<file path="src/rtl/team_08_wb_arb_pkg.sv">
// Shared types for the two-master Wishbone arbiter: FSM states, master ids and
// the packed request bundle used for the slave-side mux.
package team_08_wb_arb_pkg;

    localparam int unsigned WB_AW = 32;
    localparam int unsigned WB_DW = 32;

    typedef enum logic [1:0] {
        IDLE = 2'd0,
        GNT0 = 2'd1,
        GNT1 = 2'd2
    } arb_state_t;

    localparam logic M0 = 1'b0;
    localparam logic M1 = 1'b1;

    typedef struct packed {
        logic                 cyc;
        logic                 stb;
        logic                 we;
        logic [WB_AW-1:0]     adr;
        logic [WB_DW-1:0]     dat;
        logic [WB_DW/8-1:0]   sel;
    } wb_req_t;

endpackage

</file>
<file path="src/rtl/team_08_wb_arbiter_if.sv">
// Wishbone classic link between one master and one slave.
// The master modport omits err: slaves behind this arbiter never raise it.
interface team_08_wb_arbiter_if #(
    parameter int unsigned AW = 32,
    parameter int unsigned DW = 32
);
    logic            cyc;
    logic            stb;
    logic            we;
    logic [AW-1:0]   adr;
    logic [DW-1:0]   dat_w;
    logic [DW-1:0]   dat_r;
    logic [DW/8-1:0] sel;
    logic            ack;
    logic            err;

    modport master (
        output cyc, stb, we, adr, dat_w, sel,
        input  dat_r, ack
    );

    modport slave (
        input  cyc, stb, we, adr, dat_w, sel,
        output dat_r, ack, err
    );
endinterface

</file>
<file path="src/rtl/team_08_wb_arb_timeout.sv">
// Stall watchdog: counts cycles where the slave is strobed but silent and
// reports a hit on the last allowed cycle, followed by a one-cycle error pulse.
module team_08_wb_arb_timeout #(
    parameter int unsigned TIMEOUT_CYCLES = 255
) (
    input  logic clk,
    input  logic rst,
    input  logic clear,
    input  logic stall,
    input  logic ack,
    output logic hit,
    output logic err
);
    localparam int unsigned CW = (TIMEOUT_CYCLES > 256) ? 16 : 8;

    if (TIMEOUT_CYCLES == 0 || TIMEOUT_CYCLES > 65536) begin : g_bad_timeout
        $error("TIMEOUT_CYCLES must be in 1..65536");
    end

    logic [CW-1:0] count;

    always_ff @(posedge clk or posedge rst) begin
        if (rst) begin
            count <= '0;
        end else if (clear || ack) begin
            count <= '0;
        end else if (stall) begin
            count <= count + CW'(1);
        end
    end

    assign hit = stall && (count == CW'(TIMEOUT_CYCLES - 1));

    always_ff @(posedge clk or posedge rst) begin
        if (rst) begin
            err <= 1'b0;
        end else begin
            err <= hit;
        end
    end
endmodule

</file>
<file path="src/rtl/team_08_wb_arbiter.sv">
// Two-master round-robin Wishbone classic arbiter, grant held while cyc is high.
// Optional stall timeout enabled by defining WB_ARB_TIMEOUT_EN.
module team_08_wb_arbiter
    import team_08_wb_arb_pkg::*;
#(
    parameter int unsigned AW             = 32,
    parameter int unsigned DW             = 32,
    parameter int unsigned TIMEOUT_CYCLES = 255
) (
    input  logic                        wb_clk_i,
    input  logic                        wb_rst_i,
    team_08_wb_arbiter_if.slave         m0,
    team_08_wb_arbiter_if.slave         m1,
    team_08_wb_arbiter_if.master        s,
    output logic [1:0]                  gnt_o
);
    if (AW > WB_AW || DW > WB_DW || TIMEOUT_CYCLES == 0) begin : g_bad_cfg
        $error("unsupported AW/DW or TIMEOUT_CYCLES == 0");
    end

    arb_state_t state;
    logic       last;
    logic       req0, req1;
    logic       ack_ok;
    logic       tmo_hit;
    logic [1:0] blocked;
    wb_req_t    r0, r1, sel_req;

    assign r0 = '{cyc: m0.cyc, stb: m0.stb, we: m0.we, adr: WB_AW'(m0.adr),
                  dat: WB_DW'(m0.dat_w), sel: (WB_DW/8)'(m0.sel)};
    assign r1 = '{cyc: m1.cyc, stb: m1.stb, we: m1.we, adr: WB_AW'(m1.adr),
                  dat: WB_DW'(m1.dat_w), sel: (WB_DW/8)'(m1.sel)};

    always_comb begin
        sel_req = '0;
        unique case (state)
            GNT0:    sel_req = r0;
            GNT1:    sel_req = r1;
            default: sel_req = '0;
        endcase
    end

    assign s.cyc   = sel_req.cyc;
    assign s.stb   = sel_req.stb;
    assign s.we    = sel_req.we;
    assign s.adr   = sel_req.adr[AW-1:0];
    assign s.dat_w = sel_req.dat[DW-1:0];
    assign s.sel   = sel_req.sel[DW/8-1:0];

    // Acks without an active strobe are stray and must not reach a master.
    assign ack_ok   = s.ack & s.stb;
    assign m0.ack   = ack_ok & (state == GNT0);
    assign m1.ack   = ack_ok & (state == GNT1);
    assign m0.dat_r = s.dat_r;
    assign m1.dat_r = s.dat_r;

    assign req0 = m0.cyc & m0.stb & ~blocked[0];
    assign req1 = m1.cyc & m1.stb & ~blocked[1];

    always_ff @(posedge wb_clk_i or posedge wb_rst_i) begin
        if (wb_rst_i) begin
            state <= IDLE;
            last  <= M1;
            gnt_o <= 2'b00;
        end else begin
            unique case (state)
                IDLE: begin
                    if (req0 && (!req1 || last == M1)) begin
                        state <= GNT0;
                        last  <= M0;
                        gnt_o <= 2'b01;
                    end else if (req1) begin
                        state <= GNT1;
                        last  <= M1;
                        gnt_o <= 2'b10;
                    end
                end
                GNT0: begin
                    if (!m0.cyc || tmo_hit) begin
                        state <= IDLE;
                        gnt_o <= 2'b00;
                    end
                end
                GNT1: begin
                    if (!m1.cyc || tmo_hit) begin
                        state <= IDLE;
                        gnt_o <= 2'b00;
                    end
                end
                default: begin
                    state <= IDLE;
                    gnt_o <= 2'b00;
                end
            endcase
        end
    end

`ifdef WB_ARB_TIMEOUT_EN
    logic tmo_err;

    team_08_wb_arb_timeout #(
        .TIMEOUT_CYCLES(TIMEOUT_CYCLES)
    ) u_timeout (
        .clk   (wb_clk_i),
        .rst   (wb_rst_i),
        .clear (state == IDLE),
        .stall (s.stb & ~s.ack),
        .ack   (ack_ok),
        .hit   (tmo_hit),
        .err   (tmo_err)
    );

    // A timed-out master stays out of arbitration until it drops cyc.
    always_ff @(posedge wb_clk_i or posedge wb_rst_i) begin
        if (wb_rst_i) begin
            blocked <= 2'b00;
        end else begin
            if (!m0.cyc) begin
                blocked[0] <= 1'b0;
            end else if (tmo_hit && state == GNT0) begin
                blocked[0] <= 1'b1;
            end
            if (!m1.cyc) begin
                blocked[1] <= 1'b0;
            end else if (tmo_hit && state == GNT1) begin
                blocked[1] <= 1'b1;
            end
        end
    end

    // The error lands in the IDLE cycle after abort; last still names the victim.
    assign m0.err = tmo_err & (last == M0);
    assign m1.err = tmo_err & (last == M1);
`else
    assign tmo_hit = 1'b0;
    assign blocked = 2'b00;
    assign m0.err  = 1'b0;
    assign m1.err  = 1'b0;
`endif
endmodule
</file>
<file path="src/flat_wrapper.sv">
// flat-port wrapper written by rule: the top's interface ports become plain ports
module team_08_wb_arbiter_flat import team_08_wb_arb_pkg::*;
#(
    parameter int unsigned AW             = 32,
    parameter int unsigned DW             = 32,
    parameter int unsigned TIMEOUT_CYCLES = 255
)
  (wb_clk_i, wb_rst_i, gnt_o, m0_cyc, m0_stb, m0_we, m0_adr, m0_dat_w, m0_sel, m0_dat_r, m0_ack, m0_err, m1_cyc, m1_stb, m1_we, m1_adr, m1_dat_w, m1_sel, m1_dat_r, m1_ack, m1_err, s_cyc, s_stb, s_we, s_adr, s_dat_w, s_sel, s_dat_r, s_ack);
  team_08_wb_arbiter_if #(.AW(AW), .DW(DW)) m0_i ();
  team_08_wb_arbiter_if #(.AW(AW), .DW(DW)) m1_i ();
  team_08_wb_arbiter_if #(.AW(AW), .DW(DW)) s_i ();
  input  logic wb_clk_i;
  input  logic wb_rst_i;
  output logic [1:0] gnt_o;
  input wire logic [$bits(m0_i.cyc)-1:0] m0_cyc;
  input wire logic [$bits(m0_i.stb)-1:0] m0_stb;
  input wire logic [$bits(m0_i.we)-1:0] m0_we;
  input wire logic [$bits(m0_i.adr)-1:0] m0_adr;
  input wire logic [$bits(m0_i.dat_w)-1:0] m0_dat_w;
  input wire logic [$bits(m0_i.sel)-1:0] m0_sel;
  output wire logic [$bits(m0_i.dat_r)-1:0] m0_dat_r;
  output wire logic [$bits(m0_i.ack)-1:0] m0_ack;
  output wire logic [$bits(m0_i.err)-1:0] m0_err;
  input wire logic [$bits(m1_i.cyc)-1:0] m1_cyc;
  input wire logic [$bits(m1_i.stb)-1:0] m1_stb;
  input wire logic [$bits(m1_i.we)-1:0] m1_we;
  input wire logic [$bits(m1_i.adr)-1:0] m1_adr;
  input wire logic [$bits(m1_i.dat_w)-1:0] m1_dat_w;
  input wire logic [$bits(m1_i.sel)-1:0] m1_sel;
  output wire logic [$bits(m1_i.dat_r)-1:0] m1_dat_r;
  output wire logic [$bits(m1_i.ack)-1:0] m1_ack;
  output wire logic [$bits(m1_i.err)-1:0] m1_err;
  output wire logic [$bits(s_i.cyc)-1:0] s_cyc;
  output wire logic [$bits(s_i.stb)-1:0] s_stb;
  output wire logic [$bits(s_i.we)-1:0] s_we;
  output wire logic [$bits(s_i.adr)-1:0] s_adr;
  output wire logic [$bits(s_i.dat_w)-1:0] s_dat_w;
  output wire logic [$bits(s_i.sel)-1:0] s_sel;
  input wire logic [$bits(s_i.dat_r)-1:0] s_dat_r;
  input wire logic [$bits(s_i.ack)-1:0] s_ack;
  assign m0_i.cyc = m0_cyc;
  assign m0_i.stb = m0_stb;
  assign m0_i.we = m0_we;
  assign m0_i.adr = m0_adr;
  assign m0_i.dat_w = m0_dat_w;
  assign m0_i.sel = m0_sel;
  assign m0_dat_r = m0_i.dat_r;
  assign m0_ack = m0_i.ack;
  assign m0_err = m0_i.err;
  assign m1_i.cyc = m1_cyc;
  assign m1_i.stb = m1_stb;
  assign m1_i.we = m1_we;
  assign m1_i.adr = m1_adr;
  assign m1_i.dat_w = m1_dat_w;
  assign m1_i.sel = m1_sel;
  assign m1_dat_r = m1_i.dat_r;
  assign m1_ack = m1_i.ack;
  assign m1_err = m1_i.err;
  assign s_cyc = s_i.cyc;
  assign s_stb = s_i.stb;
  assign s_we = s_i.we;
  assign s_adr = s_i.adr;
  assign s_dat_w = s_i.dat_w;
  assign s_sel = s_i.sel;
  assign s_i.dat_r = s_dat_r;
  assign s_i.ack = s_ack;
  team_08_wb_arbiter #(.AW(AW), .DW(DW), .TIMEOUT_CYCLES(TIMEOUT_CYCLES)) u_core (.wb_clk_i(wb_clk_i), .wb_rst_i(wb_rst_i), .m0(m0_i), .m1(m1_i), .s(s_i), .gnt_o(gnt_o));
endmodule
</file>
<file path="config.mk">
export PLATFORM = sky130hd
export DESIGN_NAME = team_08_wb_arbiter_flat
export DESIGN_NICKNAME = d
export VERILOG_FILES = /design/src/rtl/team_08_wb_arb_pkg.sv /design/src/rtl/team_08_wb_arbiter_if.sv /design/src/rtl/team_08_wb_arb_timeout.sv /design/src/rtl/team_08_wb_arbiter.sv /design/src/flat_wrapper.sv
export SDC_FILE = /design/constraint.sdc
export NUM_CORES = 1
export LEC_CHECK = 0
export CAP_MARGIN = 20
export CORE_AREA = 8 8 117 119
export CTS_CLUSTER_SIZE = 28
export DETAILED_ROUTE_END_ITERATION = 8
export DIE_AREA = 0 0 125 127
export GPL_TIMING_DRIVEN = 0
export SYNTH_ARGS = -nofsm -noshare
export SYNTH_HDL_FRONTEND = slang
export SYNTH_SLANG_ARGS = --single-unit
</file>
<file path="constraint.sdc">
create_clock -name wb_clk_i -period 1.6 [get_ports wb_clk_i]
set_input_delay 0.16 -clock wb_clk_i [delete_from_list [all_inputs] [get_ports wb_clk_i]]
set_output_delay 0.16 -clock wb_clk_i [all_outputs]
set_load 0.005 [all_outputs]
</file>
==> impl_metrics.ini, run 1 <==
[clocking]
cts_tree = built
cts_htree_levels = 1
clock_latency_ns = 0.22
numCtsBuffers = 3
ctsLongestPathBuffers = 2
cts_root_buffer = clkbuf_16
cts.sink_count = 3
clkTransAtPathRegs_ns = 0.03

[detailed_routing]
wl_per_cell_um = 17.5
drt.antenna.violating_nets = 0
drt_wl_total_um = 12300
drcViolationCount = 0
first_iter_violations = 56
vias_per_cell = 4.17
firstDrtPassIters = 6
num_vias = 2942

[finish]
drive_gt1_share_pct = 48.5
area_growth_syn_to_layout_pct = 208
finalNetCount = 740
fin_util_pct = 46.8
n_antenna_cell = 0

[critical_path]
critPathCaptureType = output pin
worstReg2RegEnd = u_core.gnt_o[1]$_DFFE_PP0P_
worst-setup-path-type = reg2out
r2r-start = u_core.gnt_o[0]$_DFFE_PP0P_
reg2reg_setup_slack_ns = 0.01
crit_fanout = 5
crit_required_ns = 1.44
start_kind = register
crit_arrival_ns = 1.70
rr_worst_depth = 6

[die]
fp-row-count = 40
initial_core_util_pct = 15.2
die_h_um = 127
die_x_um = 125
core-area_mm2 = 0.0118
ioPinCount = 318
die-area_mm2 = 0.0159

[logic_synthesis]
synth_async_sr_flop_share_pct = 100
synth_edf_count = 0
yosysUniqueCellTypes = 21
synth_area_mm2 = 0.00179
yosysSeqAreaShare_pct = 4.26
synth-seq-cells = 3
synth-warning-count = 0
avgSynthCellArea_um2 = 7.03
netlist_instances = 255
ys.flop_type = dfrtp_1

[grt]
grt_max_degree = 11
antenna_found_initial = 0
overflow = 0
grt.total_usage_pct = 14.3
grt_pass1_wl_um = 18200
first_global_vias = 3302

[worst_hold_path]
holdCritPathClass = in2async

[timing]
period_needed_ns = 1.86
worst_slack_ns = -0.257
rsz0062_at_grt = true
slew_viol_final = 0
max_freq_ghz = 0.539
timing.hold.ws_ns = 0.105
fin_skew_ns = 0.0000839
finalHoldViolations = 0
fin_tns_setup_ns = -9.16
setup_violations = 73
period_share_pct = 116

[place]
gp_congestion = 0.736
post-place-ws_ns = -0.651
io_buffers = 283
dpl.hpwl_um = 10300

[power]
p_leak_nw = 2.20
vdd_drop_max_v = 0.000661
power_density_mw_per_mm2 = 1180

[status]
violations = negative setup slack
status = complete, but fails checks

[job]
drv_cap = 0
-- report_power, final --
| part | total (mW) | leakage [nW] | internal, mW | switching (mW) |
|---|---|---|---|---|
| sequential | 0.153 | 0.0366 | 0.121 | 0.0320 |
| clock | 0.397 | 0.0382 | 0.329 | 0.0683 |
| combinational | 5.95 | 2.13 | 3.59 | 2.36 |
-- critical path, cell delays in order (launching register included) --
cell,delay (ns)
dfrtp_1,0.39
buf_6,0.13
ha_4,0.17
buf_12,0.14
a22oi_2,0.16
nor2b_2,0.07
buf_4,0.14
and3_4,0.17
buf_6,0.11
-- cell families (layout without fill, tap and decap cells) --
kind of cell | after synthesis | in the layout | share of synthesized area [%]
buffers and inverters | 92 | 395 | 34.6
AND/OR/NAND/NOR | 79 | 79 | 26.9
AO/OA/AOI/OAI | 77 | 77 | 32.0
adder cells (fa/ha/maj) | 3 | 3 | 2.10
flip-flops | 3 | 3 | 4.26
other | 1 | 2 | 0.209
-- layout by cell type (no fill, tap or decap), types with 3 or more instances in the layout --
| cell | synthesis | final |
|---|---|---|
| clkbuf_2 | 0 | 17 |
| buf_2 | 15 | 41 |
| nand2_1 | 3 | 3 |
| clkdlybuf4s15_2 | 0 | 7 |
| buf_8 | 0 | 10 |
| nor2b_1 | 70 | 53 |
| nor2b_2 | 0 | 16 |
| buf_4 | 66 | 75 |
| buf_12 | 0 | 14 |
| clkbuf_16 | 0 | 3 |
| buf_6 | 1 | 8 |
| a22oi_2 | 0 | 68 |
| dlygate4sd2_1 | 0 | 4 |
| clkdlybuf4s50_1 | 0 | 210 |
| ha_4 | 0 | 3 |
-- state kept, by name, summed over array words and instances (netlist names) --
signal / flops
u_core.last: 1
u_core.gnt_o: 2
-- synth_stat cells (2+ instances only) --
| master | number | area (µm²) |
|---|---|---|
| a21oi_1 | 2 | 10.0 |
| a22oi_1 | 70 | 526 |
| and3_1 | 2 | 12.5 |
| buf_2 | 15 | 75.1 |
| buf_4 | 66 | 495 |
| clkbuf_1 | 7 | 26.3 |
| dfrtp_1 | 2 | 50.1 |
| ha_1 | 3 | 37.5 |
| inv_1 | 3 | 11.3 |
| nand2_1 | 3 | 11.3 |
| nand3_1 | 2 | 10.0 |
| nor2b_1 | 70 | 438 |
| o21ai_0 | 2 | 10.0 |
-- how the worst max path moves through the flow --
stage,startpoint,endpoint,slack [ns],depth (start not counted)
2_1_floorplan,u_core.gnt_o[0]$_DFFE_PP0P_,u_core.gnt_o[1]$_DFFE_PP0P_,0.18,6
3_3_place_gp,u_core.gnt_o[0]$_DFFE_PP0P_,s_dat_w[11],-0.65,5
4_1_cts,u_core.gnt_o[0]$_DFFE_PP0P_,m0_ack,-0.26,8
5_1_grt,u_core.gnt_o[1]$_DFFE_PP0P_,s_sel[3],-0.30,7
6_report,u_core.gnt_o[0]$_DFFE_PP0P_,m0_ack,-0.26,8
3_5_place_dp,u_core.gnt_o[0]$_DFFE_PP0P_,s_dat_w[9],-0.65,5
-- per-layer routing --
metal  wire length [µm]  vias up  track usage (%)
li1                   -     1444                -
met2               7040      159             29.7
met5                  0        -                0
met1               3940     1335             12.6
met3               1300        4             6.24
met4                 46        0             1.43
-- area by class of cell --
| type | count | area, µm² |
|---|---|---|
| Fill cell | 1132 | 6290 |
| Timing Repair Buffer | 299 | 2730 |
| Multi-Input combinational cell | 161 | 1540 |
| Buffer | 89 | 905 |
| Tap cell | 147 | 184 |
| Clock buffer | 4 | 78.8 |
| Sequential cell | 3 | 76.3 |
| Inverter | 3 | 11.3 |
-- through the flow --
stage                     instance area, µm²  std cells  total power, mW
after global routing                    5530        706             6.95
after floorplan                         1800        256             2.25
final                                   5530        706             6.50
after detailed placement                4810        686             4.41
after global placement                  4810        686             4.38
after CTS                               5580        702             6.20
-- repair_timing --
| action | 4_1_cts | 5_1_grt |
|---|---|---|
| endpoints found under the setup margin | 74 | 74 |
| resized for setup | 315 | 139 |
| pin swaps | 5 | 12 |
| setup buffers | 8 | 4 |
| hold buffers | 0 | 0 |
| cloned | 4 | 0 |
Power figures use the tool's default switching activity.
==> inputs of run 2 (changes only) <==
CTS_BUF_LIST = sky130_fd_sc_hd__clkbuf_8   (was unset)
CTS_CLUSTER_DIAMETER = 60   (was unset)
==> run 2 against run 1 <==
The flow still finishes with violations (negative setup slack). Sequential cell count unchanged. Non-clock buffer count shrank 2. Critical path depth unchanged.
==> impl_metrics.ini, run 2 (synthesized netlist as in run 1, its figures left out) <==
[grt]
grt.total_usage_pct = 14.2
antenna_found_initial = 0
overflow = 0
first_global_vias = 3262
grt_max_degree = 11
grt_pass1_wl_um = 18100

[status]
violations = negative setup slack
status = complete, but fails checks

[finish]
finalNetCount = 738
top_regs = u_core.gnt_o x2, u_core.last x1
drive_gt1_share_pct = 47.4
largest_reg_flops = 2
n_antenna_cell = 0
fin_util_pct = 46.5
final_cell_mix = clkdlybuf4s50_1, buf_4, a22oi_2, nor2b_1, buf_2
area_growth_syn_to_layout_pct = 206
largest_register = u_core.gnt_o
final_common_cell = clkdlybuf4s50_1

[detailed_routing]
drcViolationCount = 0
drt_wl_total_um = 12200
firstDrtPassIters = 6
first_iter_violations = 47
wl_per_cell_um = 17.3
vias_per_cell = 4.17
num_vias = 2933
drt.antenna.violating_nets = 0

[die]
die_x_um = 125
initial_core_util_pct = 15.2
fp-row-count = 40
die_h_um = 127
ioPinCount = 318
core-area_mm2 = 0.0118
die-area_mm2 = 0.0159

[critical_path]
crit_chain = buf_6 > ha_4 > buf_12 > a22oi_2 > nor2b_2 > buf_4 > and3_4 > buf_6
critical-path-slowest-cell = dfrtp_1
worst-setup-path-type = reg2out
cpMostUsedCell = buf_6
critPathCaptureType = output pin
critPathTopFamily = buffers and inverters
path_buf_inv = 4
crit_arrival_ns = 1.68
crit_fanout = 5
start_kind = register
crit_required_ns = 1.44
max_stage_delay_ns = 0.39

[timing]
max_freq_ghz = 0.543
period_share_pct = 115
rsz0062_at_grt = true
slew_viol_final = 0
fin_tns_setup_ns = -7.91
fin_skew_ns = 0.00155
worst_slack_ns = -0.242
setup_violations = 73
period_needed_ns = 1.84
finalHoldViolations = 0

[power]
vdd_drop_max_v = 0.000574
total_power_mw = 6.27
power_density_mw_per_mm2 = 1140
p_leak_nw = 2.17

[clocking]
clock_latency_ns = 0.21
cts_tree = built
cts_hold_buf = 0
cts.sink_count = 3
cts_htree_levels = 1
clkTransAtPathRegs_ns = 0.03
cts_root_buffer = clkbuf_8
numCtsBuffers = 3
ctsLongestPathBuffers = 2

[worst_hold_path]
holdCritPathClass = in2async

[job]
drv_cap = 0

[place]
gp_congestion = 0.736
io_buffers = 283
dpl.hpwl_um = 10300
post-place-ws_ns = -0.651
-- run 2: repair_timing --
item                       in CTS  in global routing
gates resized for setup       313                134
pin swaps                       5                 10
cloned                          4                  1
setup buffers                   8                  1
setup endpoints to repair      74                 74
-- run 2: layer usage --
layer | GRT usage, % | vias to the layer above | wire, µm
met5 | 0 | - | 0
met4 | 1.36 | 0 | 8
met3 | 6.28 | 2 | 1290
met2 | 29.5 | 153 | 6980
met1 | 12.6 | 1338 | 3930
li1 | - | 1440 | -
-- run 2: cell type report --
| cell class | instances | area [µm²] |
|---|---|---|
| timing repair buffer | 297 | 2740 |
| tap | 147 | 184 |
| fill | 1140 | 6320 |
| multi-input combinational | 161 | 1520 |
| sequential | 3 | 76.3 |
| inverter | 3 | 11.3 |
| clock buffer | 3 | 41.3 |
| clock inverter | 1 | 3.75 |
| buffer | 89 | 908 |
-- run 2: report_power, final --
part           total [mW]  internal [mW]  switching (mW)
logic                5.91           3.57            2.34
registers           0.152          0.121          0.0313
clock network       0.209          0.163          0.0456
total                6.27           3.86            2.41
-- run 2: metrics by stage --
stage               std cells  cell area, µm²  hold WS, ns
floorplan                 256            1800      -0.0871
finish                    704            5490        0.116
global route              704            5490        0.128
CTS                       702            5530        0.113
global placement          686            4810        0.344
detailed placement        686            4810        0.342
-- run 2: path summary, 6_finish.rpt --
path                                              from                          end  depth (start not counted)  slack (ns)
max                        u_core.gnt_o[0]$_DFFE_PP0P_                       m0_ack                          8       -0.24
min                                           wb_rst_i  u_core.gnt_o[1]$_DFFE_PP0P_                          2        0.12
max reg2reg                u_core.gnt_o[0]$_DFFE_PP0P_  u_core.gnt_o[1]$_DFFE_PP0P_                          6        0.01
min reg2reg                    u_core.last$_DFFE_PP1P_      u_core.last$_DFFE_PP1P_                          2        0.51
max in group asynchronous                     wb_rst_i      u_core.last$_DFFE_PP1P_                          2        1.27
min in group wb_clk_i          u_core.last$_DFFE_PP1P_      u_core.last$_DFFE_PP1P_                          2        0.51
==> inputs of run 3 (changes only) <==
CTS_CLUSTER_SIZE = unset   (was 28)
clock period = 2.11 ns   (was 1.6 ns; I/O delays follow)
==> run 3 against run 2 <==
The run now ends clean. Largest cell class unchanged. Global-route usage fell by 0.50 points. Critical path depth decreased by 1. Sequential cell count did not move. Non-clock buffer count decreased by 3.
==> impl_metrics.ini, run 3 (synthesized netlist as in run 1, its figures left out) <==
[detailed_routing]
num_vias = 2902
first_iter_violations = 74
drcViolationCount = 0
drt.antenna.violating_nets = 0
firstDrtPassIters = 6
drt_wl_total_um = 12000
vias_per_cell = 4.14
wl_per_cell_um = 17.1

[critical_path]
critical-path-slowest-cell = clkdlybuf4s50_1
worstReg2RegEnd = u_core.gnt_o[1]$_DFFE_PP0P_
worst-setup-path-type = reg2out
crit_arrival_ns = 1.87
rr_worst_depth = 6
max_stage_delay_ns = 0.44
critPathCaptureType = output pin
crit_start = u_core.gnt_o[1]$_DFFE_PP0P_
crit_chain = buf_4 > ha_4 > buf_8 > buf_8 > a22oi_2 > nor2b_2 > clkdlybuf4s50_1
crit_fanout = 10
crit_required_ns = 1.90
start_kind = register
r2r-start = u_core.gnt_o[0]$_DFFE_PP0P_
reg2reg_setup_slack_ns = 0.53
cpMostUsedCell = buf_8

[finish]
final_common_cell = clkdlybuf4s50_1
largest_reg_flops = 2
fin_util_pct = 43.8
n_antenna_cell = 0
top_regs = u_core.gnt_o x2, u_core.last x1
final_area_mm2 = 0.00517
drive_gt1_share_pct = 20.6
area_growth_syn_to_layout_pct = 189
final_cell_mix = clkdlybuf4s50_1, buf_4, nor2b_1, a22oi_1, dlygate4sd2_1
finalNetCount = 735
nFillCells = 1165
largest_register = u_core.gnt_o

[clocking]
cts_hold_buf = 0
cts_root_buffer = clkbuf_8
ctsLongestPathBuffers = 2
numCtsBuffers = 3
cts.sink_count = 3
cts_htree_levels = 1
clock_latency_ns = 0.22
clkTransAtPathRegs_ns = 0.03
cts_tree = built

[grt]
antenna_found_initial = 0
overflow = 0
first_global_vias = 3176
grt_max_degree = 11
grt.total_usage_pct = 13.7
grt_pass1_wl_um = 17500

[timing]
period_share_pct = 98.5
slew_viol_final = 0
setup_violations = 0
timing.hold.ws_ns = 0.168
max_freq_ghz = 0.481
period_needed_ns = 2.08
rsz0062_at_grt = true
finalHoldViolations = 0
fin_skew_ns = 0.000108

[power]
switching_power_mw = 1.52
total_power_mw = 3.96
p_leak_nw = 2.54
internal_power_mw = 2.44
switching_share_pct = 38.3
vdd_drop_max_v = 0.000389
clkPwrFrac_pct = 4.1
power_density_mw_per_mm2 = 765
pwr-share-seq_pct = 2.8
p_comb_share_pct = 93.1

[die]
die_h_um = 127
fp-row-count = 40
core-area_mm2 = 0.0118
die_x_um = 125
die-area_mm2 = 0.0159
initial_core_util_pct = 15.2
ioPinCount = 318

[status]
status = finished clean

[place]
gp_congestion = 0.736
io_buffers = 283
dpl.hpwl_um = 10300
postPlaceCellArea_mm2 = 0.00481

[job]
drv_cap = 0

[worst_hold_path]
holdCritPathClass = in2async
run 3: cell count changes in the layout (fill, tap and decap cells not counted), moves of 11 or more:
cell             previous run  this run
a22oi_1                     3        68
a22oi_2                    67         2
buf_12                     15         1
buf_2                      39         0
clkbuf_2                   18         1
clkdlybuf4s15_2            11         0
dlygate4sd2_1               2        49
dlymetal6s2s_1              0        21
run 3: critical path, delay by kind of cell (launching register included):
family | cells | cell delay, ns
and+or+nand+nor | 1 | 0.06
DFF | 1 | 0.38
adders and majority gates | 1 | 0.16
AOI/OAI and AO/OA | 1 | 0.18
buffers and inverters | 4 | 0.87
run 3: per-layer routing:
metal / GRT usage, % / vias up / routed length [µm]
met1: 12.1 / 1308 / 3870
met2: 28.0 / 161 / 6670
met4: 1.58 / 0 / 51
met5: 0 / - / 0
li1: - / 1427 / -
met3: 6.57 / 6 / 1370
run 3: final cells by class:
cell class	count	area (µm²)	area share [%]
timing repair buffer	294	2920	56.5
multi-input combinational	161	1160	22.4
buffer	89	774	15.0
tap	147	184	3.56
sequential	3	76.3	1.48
clock buffer	3	41.3	0.798
inverter	3	11.3	0.218
clock inverter	1	3.75	0.0726
run 3: power by group through the flow:
stage / Clock, mW / Combinational, mW / Sequential [mW]
after global placement: 0 / 3.21 / 0.113
after global routing: 0.175 / 3.99 / 0.114
after CTS: 0.166 / 3.67 / 0.114
after floorplan: 0 / 1.59 / 0.111
after detailed placement: 0 / 3.23 / 0.115
final: 0.162 / 3.68 / 0.112
run 3: how the worst max path moves through the flow:
stage          cells past startpoint  slack [ns]                           to
6_report                           7        0.03                    s_adr[30]
5_1_grt                            7       -0.04                    s_adr[30]
4_1_cts                            7       -0.05                    s_adr[17]
3_5_place_dp                       5       -0.19                   s_dat_w[9]
3_3_place_gp                       5       -0.19                  s_dat_w[11]
2_1_floorplan                      6        0.69  u_core.gnt_o[1]$_DFFE_PP0P_
run 3: what timing repair did:
| action | in CTS | in global routing |
|---|---|---|
| endpoints found under the setup margin | 73 | 25 |
| pin swaps | 0 | 1 |
| gates resized for setup | 108 | 33 |
| buffers inserted | 7 | 2 |
| gates cloned | 2 | 0 |
| endpoints found under the hold margin | 0 | 0 |
run 3: through the flow:
| step | TNS (ns) | cells | worst slack (ns) |
|---|---|---|---|
| global route | -0.0521 | 701 | -0.0417 |
| finish | 0 | 701 | 0.0324 |
| detailed placement | -10.73 | 686 | -0.192 |
| CTS | -0.640 | 699 | -0.0515 |
| floorplan | 0 | 256 | 0.691 |
| global placement | -9.27 | 686 | -0.187 |
